<file path="src/rtl/nibble_link_host.sv">
// Host end of the 4-bit nibble link: serialises 32-bit words MSB-nibble first and
// reassembles framed result nibbles. Optional framing check: NIBBLE_LINK_CHECK_EN.
module nibble_link_host #(
  parameter int GAP_CYCLES = 4,
  parameter int NIBBLES    = 8
) (
  input  logic        sys_clk,
  input  logic        rst,
  input  logic [31:0] in_word,
  input  logic        in_dir_r,
  input  logic        in_valid,
  output logic        in_ready,
  output logic [3:0]  tx_nibble,
  output logic        tx_dir_r,
  output logic        tx_frame,
  output logic        tx_busy,
  input  logic [3:0]  rx_nibble,
  input  logic        rx_start,
  output logic [31:0] result,
  output logic        result_valid,
  output logic        rx_error
);

  typedef enum logic [1:0] {IDLE, SEND, GAP} tx_state_t;
  typedef enum logic {RX_IDLE, RX_COLLECT} rx_state_t;

  localparam logic [2:0] LAST_NIB = 3'(NIBBLES - 1);
  localparam logic [3:0] LAST_GAP = 4'(GAP_CYCLES - 1);

  tx_state_t   tx_state, tx_next;
  logic [31:0] tx_shift;
  logic [2:0]  nib_cnt;
  logic [3:0]  gap_cnt;
  logic        tx_accept;

  rx_state_t   rx_state, rx_next;
  logic [27:0] rx_shift;
  logic [2:0]  rx_cnt;
  logic        rx_done;

  always_comb begin
    tx_next   = tx_state;
    tx_accept = 1'b0;
    in_ready  = 1'b0;
    tx_busy   = 1'b1;
    tx_nibble = 4'h0;
    tx_frame  = 1'b0;
    case (tx_state)
      IDLE: begin
        in_ready = 1'b1;
        tx_busy  = 1'b0;
        if (in_valid) begin
          tx_accept = 1'b1;
          tx_next   = SEND;
        end
      end
      SEND: begin
        tx_nibble = tx_shift[31:28];
        tx_frame  = (nib_cnt == 3'd0);
        if (nib_cnt == LAST_NIB)
          tx_next = (GAP_CYCLES == 0) ? IDLE : GAP;
      end
      GAP: begin
        if (gap_cnt == LAST_GAP)
          tx_next = IDLE;
      end
      default: tx_next = IDLE;
    endcase
  end

  // tx_dir_r is only reloaded on a transfer, so it stays valid through GAP and IDLE
  always_ff @(posedge sys_clk) begin
    if (!rst) begin
      tx_state <= IDLE;
      tx_shift <= 32'h0;
      tx_dir_r <= 1'b0;
      nib_cnt  <= 3'd0;
      gap_cnt  <= 4'd0;
    end else begin
      tx_state <= tx_next;
      if (tx_accept) begin
        tx_shift <= in_word;
        tx_dir_r <= in_dir_r;
        nib_cnt  <= 3'd0;
      end else if (tx_state == SEND) begin
        tx_shift <= {tx_shift[27:0], 4'h0};
        nib_cnt  <= nib_cnt + 3'd1;
        gap_cnt  <= 4'd0;
      end else if (tx_state == GAP) begin
        gap_cnt <= gap_cnt + 4'd1;
      end
    end
  end

  // rx_cnt holds nibbles already collected; the 8th nibble completes straight into result
  always_comb begin
    rx_next = rx_state;
    rx_done = 1'b0;
    if (rx_start) begin
      rx_next = RX_COLLECT;
    end else if (rx_state == RX_COLLECT && rx_cnt == LAST_NIB) begin
      rx_next = RX_IDLE;
      rx_done = 1'b1;
    end
  end

  always_ff @(posedge sys_clk) begin
    if (!rst) begin
      rx_state     <= RX_IDLE;
      rx_shift     <= 28'h0;
      rx_cnt       <= 3'd0;
      result       <= 32'h0;
      result_valid <= 1'b0;
    end else begin
      rx_state     <= rx_next;
      result_valid <= rx_done;
      if (rx_start) begin
        rx_shift <= {24'h0, rx_nibble};
        rx_cnt   <= 3'd1;
      end else if (rx_state == RX_COLLECT) begin
        rx_shift <= {rx_shift[23:0], rx_nibble};
        rx_cnt   <= rx_cnt + 3'd1;
      end
      if (rx_done)
        result <= {rx_shift, rx_nibble};
    end
  end

`ifdef NIBBLE_LINK_CHECK_EN
  logic err_q;

  // A start inside a frame, or noise on an idle link, marks the link as suspect
  always_ff @(posedge sys_clk) begin
    if (!rst)
      err_q <= 1'b0;
    else if ((rx_start && rx_state == RX_COLLECT) ||
             (!rx_start && rx_state == RX_IDLE && rx_nibble != 4'h0))
      err_q <= 1'b1;
  end

  assign rx_error = err_q;
`else
  assign rx_error = 1'b0;
`endif

endmodule

</file>
<file path="config.mk">
export PLATFORM = sky130hd
export DESIGN_NAME = nibble_link_host
export DESIGN_NICKNAME = d
export VERILOG_FILES = /design/src/rtl/nibble_link_host.sv
export SDC_FILE = /design/constraint.sdc
export NUM_CORES = 1
export LEC_CHECK = 0
export BUFFER_PORTS_ARGS = -buffer_cell sky130_fd_sc_hd__buf_4
export CORE_MARGIN = 2
export CORE_UTILIZATION = 35
export DETAILED_ROUTE_END_ITERATION = 8
export SYNTH_ARGS = -nofsm -noshare
export SYNTH_HDL_FRONTEND = slang
export SYNTH_SLANG_ARGS = --single-unit
</file>
<file path="constraint.sdc">
create_clock -name sys_clk -period 1.74 [get_ports sys_clk]
set_input_delay 0 -clock sys_clk [delete_from_list [all_inputs] [get_ports sys_clk]]
set_output_delay 0 -clock sys_clk [all_outputs]
set_load 0.03 [all_outputs]
</file>
==> results of run 1 <==
worst register-to-register path, cell delays in order, from the launching register on:
cell      delay [ps]
dfxtp_1          380
ha_1             190
or3b_1           350
a222oi_1         280
buf_4            180
mux2i_1          170
sequential cells by signal (all words and copies together) (netlist names):
| register | flops |
|---|---|
| rx_shift | 28 |
| tx_shift | 32 |
| result | 32 |
| result_valid | 1 |
| gap_cnt | 4 |
| rx_state | 1 |
| rx_cnt | 3 |
| tx_state | 2 |
| nib_cnt | 3 |
| tx_dir_r | 1 |
cell usage in the layout (no fill, tap or decap), drive strengths merged, types with 2 or more instances in the layout:
cell,n
buf,92
clkinv,3
a22o,32
nor2b,3
nand2b,4
nor2,32
and2,5
a21boi,10
o21ai,5
nand2,46
nand3b,7
mux2i,59
ha,9
dfxtp,107
clkinvlp,2
dlygate4sd3,38
o211a,28
clkbuf,9
o21a,4
inv,8
per-stage QoR:
stage	instances	worst slack, ps
floorplan	397	173
global placement	605	106
detailed placement	605	52.4
CTS	658	11.3
global route	659	0.965
finish	659	121
final timing paths:
check / start / to / slack, ps / cells after the start
worst max-delay path: gap_cnt[0] / tx_state[1] / 120 / 5
worst min-delay path: rst / result_valid / 140 / 4
worst max register to register: gap_cnt[0] / tx_state[1] / 120 / 5
worst min register to register: tx_dir_r / tx_dir_r / 460 / 2
per-layer routing:
metal | part of all wire (%) | global-route usage [%] | vias up
li1 | - | - | 1617
met1 | 46 | 17.6 | 1427
met5 | 0 | 0 | -
met2 | 47 | 24.2 | 82
met3 | 6.1 | 5.37 | 11
met4 | 1.3 | 4.88 | 0
area by class of cell:
type | count | area, sq um | area share [%]
sequential | 107 | 2140 | 37.9
multi-input combinational | 253 | 1900 | 33.5
timing repair buffer | 130 | 1130 | 20.0
clock buffer | 9 | 225 | 3.98
tap | 147 | 184 | 3.25
clock inverter | 6 | 48.8 | 0.862
inverter | 7 | 26.3 | 0.464
power by group through the flow:
stage          Clock, mW  Sequential [mW]  Combinational [mW]
6_report            1.90             2.88                2.08
5_1_grt             2.07             2.91                2.31
4_1_cts             1.98             2.88                2.06
3_5_place_dp           0             2.93                1.98
3_3_place_gp           0             2.92                1.95
2_1_floorplan          0             2.89                1.51
what timing repair did:
item | in CTS | in global routing
hold endpoints to repair | 42 | 0
gates resized for setup | 0 | 1
endpoints found under the setup margin | 0 | 3
setup buffers | 0 | 1
hold buffers | 38 | 0
kinds of logic after synthesis:
logic type,synth area share (%)
AO/OA/AOI/OAI,16.8
XOR/XNOR,0.416
adder cells (fa/ha/maj),2.68
buffers and inverters,4.34
flip-flops,50.9
multiplexers,14.0
other,0.0891
AND/OR/NAND/NOR,10.8
==> impl_metrics.tcl, run 1 <==
set metrics [dict create \
    p_sw_share_pct 31.1 \
    cts_max_level 3 \
    die-width_um 114 \
    dr.pass1.iters 4 \
    ant_nets 0 \
    grt_pass1_wl_um 15000 \
    syn_area_sq_um 4210 \
    p_total_mw 6.86 \
    synthToLayoutAreaGrowth_pct 34.5 \
    path_clk_slew_ps 70 \
    grt_overflow 0 \
    end_kind "register" \
    routed_via_density 4.76 \
    slowest_stage "dfxtp_1" \
    async_reset_ff_share_pct 0 \
    setup.worst_path.class "register to register" \
    power_switching_mw 2.13 \
    fin_setup_tns_ps 0 \
    synth_ff_type "dfxtp_1" \
    gp_congestion 0.729 \
    clockBufferDepth 2 \
    drive_gt1_share_pct 21.9 \
    drt_first_iter_violations 134 \
    crit_fanout 4 \
    yosysTopAreaCellShare_pct 50.9 \
    synthTopCellsByArea "dfxtp_1, mux2i_1, a22o_1" \
    routed_wl_um 9000 \
    grt_pass1_vias 3151 \
    synth_common_cells "dfxtp_1, mux2i_1, nand2_1" \
    synth-edff-count 0 \
    tritoncts "yes" \
    finalCritPeriodShare_pct 93.1 \
    drc_errors 0 \
    nFillCells 1095 \
    nets 558 \
    worst_hold_slack_ps 144 \
    p_clk_share_pct 27.8 \
    grt_use_total_pct 14.6 \
    place_area_sq_um 4990 \
    cp.required_ps 2020 \
    coreArea_sq_um 11900 \
    synth_most_common_cell "dfxtp_1" \
    critical_path_buf_inv_count 1 \
    vias 3137 \
    crit_family "flip-flops" \
    period_minus_slack_ps 1620 \
    powerDensity_nw_per_um2 1210 \
    dp_hpwl_um 5630 \
    fp.dieH_um 114 \
    root_buffer "clkbuf_16" \
    port_buffers 81 \
    syn_avg_cell_area_sq_um 10.6 \
    irDropWorstVdd_mv 0.868 \
    die-area_sq_um 12900 \
    finalSetupViolations 0 \
    cp-start-kind "register" \
    worstPathCellList "ha_1, or3b_1, a222oi_1, buf_4, mux2i_1" \
    cap_violations 0 \
    finalClockSkew_ps 7.81 \
    ios 83 \
    drv_slew 0 \
    seq_area_frac_synth_pct 50.9 \
    hold_class "input port to register" \
    synth.distinct_cells 32 \
    synth_area_leader_cell "dfxtp_1" \
    max_stage_delay_ps 380 \
    ys_seq_elements 107 \
    final_cell_area_sq_um 5660 \
    grt_max_degree 63 \
    rsz0062_at_grt "false" \
    numCtsBuffers 9 \
    timing.fmax_mhz 618 \
    synth_warnings 0 \
    leakage_nw 2.62 \
    syn_inst 397 \
    rows 40 \
    syn_nets 447 \
    final_core_util_pct 47.7 \
    combPwrFrac_pct 30.3 \
    antenna_found_initial 0 \
    intPower_mw 4.72 \
    share_seq_of_total_power_pct 42.0 \
    clk_latency_ps 350 \
    cts_sinks 107 \
    start_util_pct 35.5 \
    insertedDiodeCount 0 \
    hold_violations 0 \
    cp.arrival_ps 1890 \
    status "complete, no violations" \
    wl_per_cell_um 13.6 \
]
Power figures use the tool's default switching activity.
==> inputs of run 2 (changes only) <==
Clock period 1.74 ns to 1.88 ns, I/O delays scaled along.
==> run 2 against run 1 <==
Combinational power decreased by 12%. Critical path depth is 1 lower. Non-clock buffer count down 1. Largest cell class unchanged.
==> impl_metrics.tcl, run 2 (same netlist as run 1, synthesis figures left out) <==
set metrics [dict create \
    final_common_cell "dfxtp_1" \
    p_total_mw 6.40 \
    grt_most_used_layer "met2" \
    drt_first_iter_violations 186 \
    ios 83 \
    grt_use_total_pct 14.3 \
    finalClockSkew_ps 6.67 \
    finalCritPeriodShare_pct 90.5 \
    vias 3155 \
    drive_gt1_share_pct 21.7 \
    status "complete, no violations" \
    p_clk_share_pct 29.7 \
    cp.arrival_ps 1970 \
    numCtsBuffers 9 \
    cp-start-kind "register" \
    path_clk_slew_ps 70 \
    dp_hpwl_um 5770 \
    largestRegisters "result: 32 flops, tx_shift: 32 flops, rx_shift: 28 flops" \
    coreArea_sq_um 11900 \
    postCtsHoldBufs 38 \
    r2r_setup_slack_ps 180 \
    cts-resized-gates 0 \
    drv_slew 0 \
    fp.dieH_um 114 \
    p_sw_share_pct 30.7 \
    critical_path_buf_inv_count 0 \
    mostFrequentLayoutCells "dfxtp_1, buf_4, mux2i_1" \
    dp.cells 605 \
    crit_fanout 4 \
    worst_pin_slew_ps 509 \
    rows 40 \
    synthToLayoutAreaGrowth_pct 34.1 \
    grt_pass1_wl_um 14800 \
    dr.pass1.iters 4 \
    root_buffer "clkbuf_16" \
    max_stage_delay_ps 500 \
    insertedDiodeCount 0 \
    routed_wl_um 8900 \
    clk_latency_ps 340 \
    routed_via_density 4.79 \
    period_minus_slack_ps 1700 \
    setup.worst_path.class "register to register" \
    intPower_mw 4.44 \
    end_kind "register" \
    nFillCells 1068 \
    cp.required_ps 2150 \
    grt_overflow 0 \
    finalSetupViolations 0 \
    postCtsSetupBuffers 0 \
    maxSlewHeadroom_pct 66.1 \
    timing.fmax_mhz 588 \
    crit_family "compound AO/OA/AOI/OAI gates" \
    met3_usage_pct 4.36 \
    slowest_stage "a222oi_1" \
    drc_errors 0 \
    powerDensity_nw_per_um2 1130 \
    leakage_nw 2.61 \
    share_seq_of_total_power_pct 41.6 \
    antenna_found_initial 0 \
    met2_usage_pct 23.6 \
    final_core_util_pct 47.6 \
    cts_max_level 3 \
    power_switching_mw 1.96 \
    tritoncts "yes" \
    gp_congestion 0.705 \
    grt_pass1_vias 3080 \
    irDropWorstVdd_mv 0.679 \
    ant_nets 0 \
    clockBufferDepth 2 \
    instances_no_fill 658 \
    wl_per_cell_um 13.5 \
    port_buffers 81 \
    fin_setup_tns_ps 0 \
    cap_violations 0 \
    grt.met1_usage_pct 17.4 \
    hold_violations 0 \
    nets 557 \
    die-area_sq_um 12900 \
    rsz0062_at_grt "false" \
    cts_sinks 107 \
    combPwrFrac_pct 28.7 \
    die-width_um 114 \
    hold_class "input port to register" \
    grt_max_degree 49 \
    start_util_pct 35.5 \
    worstPathCellList "ha_1, or3b_1, a222oi_1, mux2i_1" \
]
## run 2: cell count changes in the layout (fill, tap and decap cells not counted), sizes merged
| cell | delta |
|---|---|
| bufinv | +1 |
| clkinv | -1 |
| buf | -1 |
## run 2: cell type report
| class | instances | area (sq um) | share of cell area (%) |
|---|---|---|---|
| Inverter | 7 | 26.3 | 0.466 |
| Multi-Input combinational cell | 253 | 1890 | 33.5 |
| Clock buffer | 9 | 225 | 3.99 |
| Tap cell | 147 | 184 | 3.26 |
| Clock inverter | 6 | 73.8 | 1.31 |
| Timing Repair Buffer | 129 | 1100 | 19.5 |
| Sequential cell | 107 | 2140 | 38.0 |
## run 2: worst reg2reg max path, stage by stage, from the launching register on
cell and delay, ps:
dfxtp_1 370, ha_1 180, or3b_1 340, a222oi_1 500, mux2i_1 240
## run 2: worst paths after layout
check                endpoint  cells after the start         from
setup / recovery  tx_state[0]                      4   gap_cnt[0]
hold / removal    tx_state[1]                      4     in_valid
setup reg to reg  tx_state[0]                      4   gap_cnt[0]
hold reg to reg   rx_shift[3]                      2  rx_shift[3]
## run 2: per-stage QoR
step	hold WS (ps)	worst slack (ps)	cell area, sq um
5_1_grt	169	44.8	5640
2_1_floorplan	124	313	4210
3_3_place_gp	223	253	4960
4_1_cts	128	157	5640
6_report	135	179	5640
3_5_place_dp	232	169	4960
## run 2: per-layer routing
metal,wire [um],up-vias
li1,-,1619
met1,4100,1455
met2,4160,70
met3,521,11
met4,119,0
met5,0,-
## run 2: power groups by stage
stage          Combinational, mW  Sequential, mW  Clock, mW
6_report                    1.84            2.66       1.90
5_1_grt                     2.04            2.69       2.06
4_1_cts                     1.85            2.66       1.97
3_5_place_dp                1.78            2.72          0
3_3_place_gp                1.75            2.71          0
2_1_floorplan               1.39            2.67          0
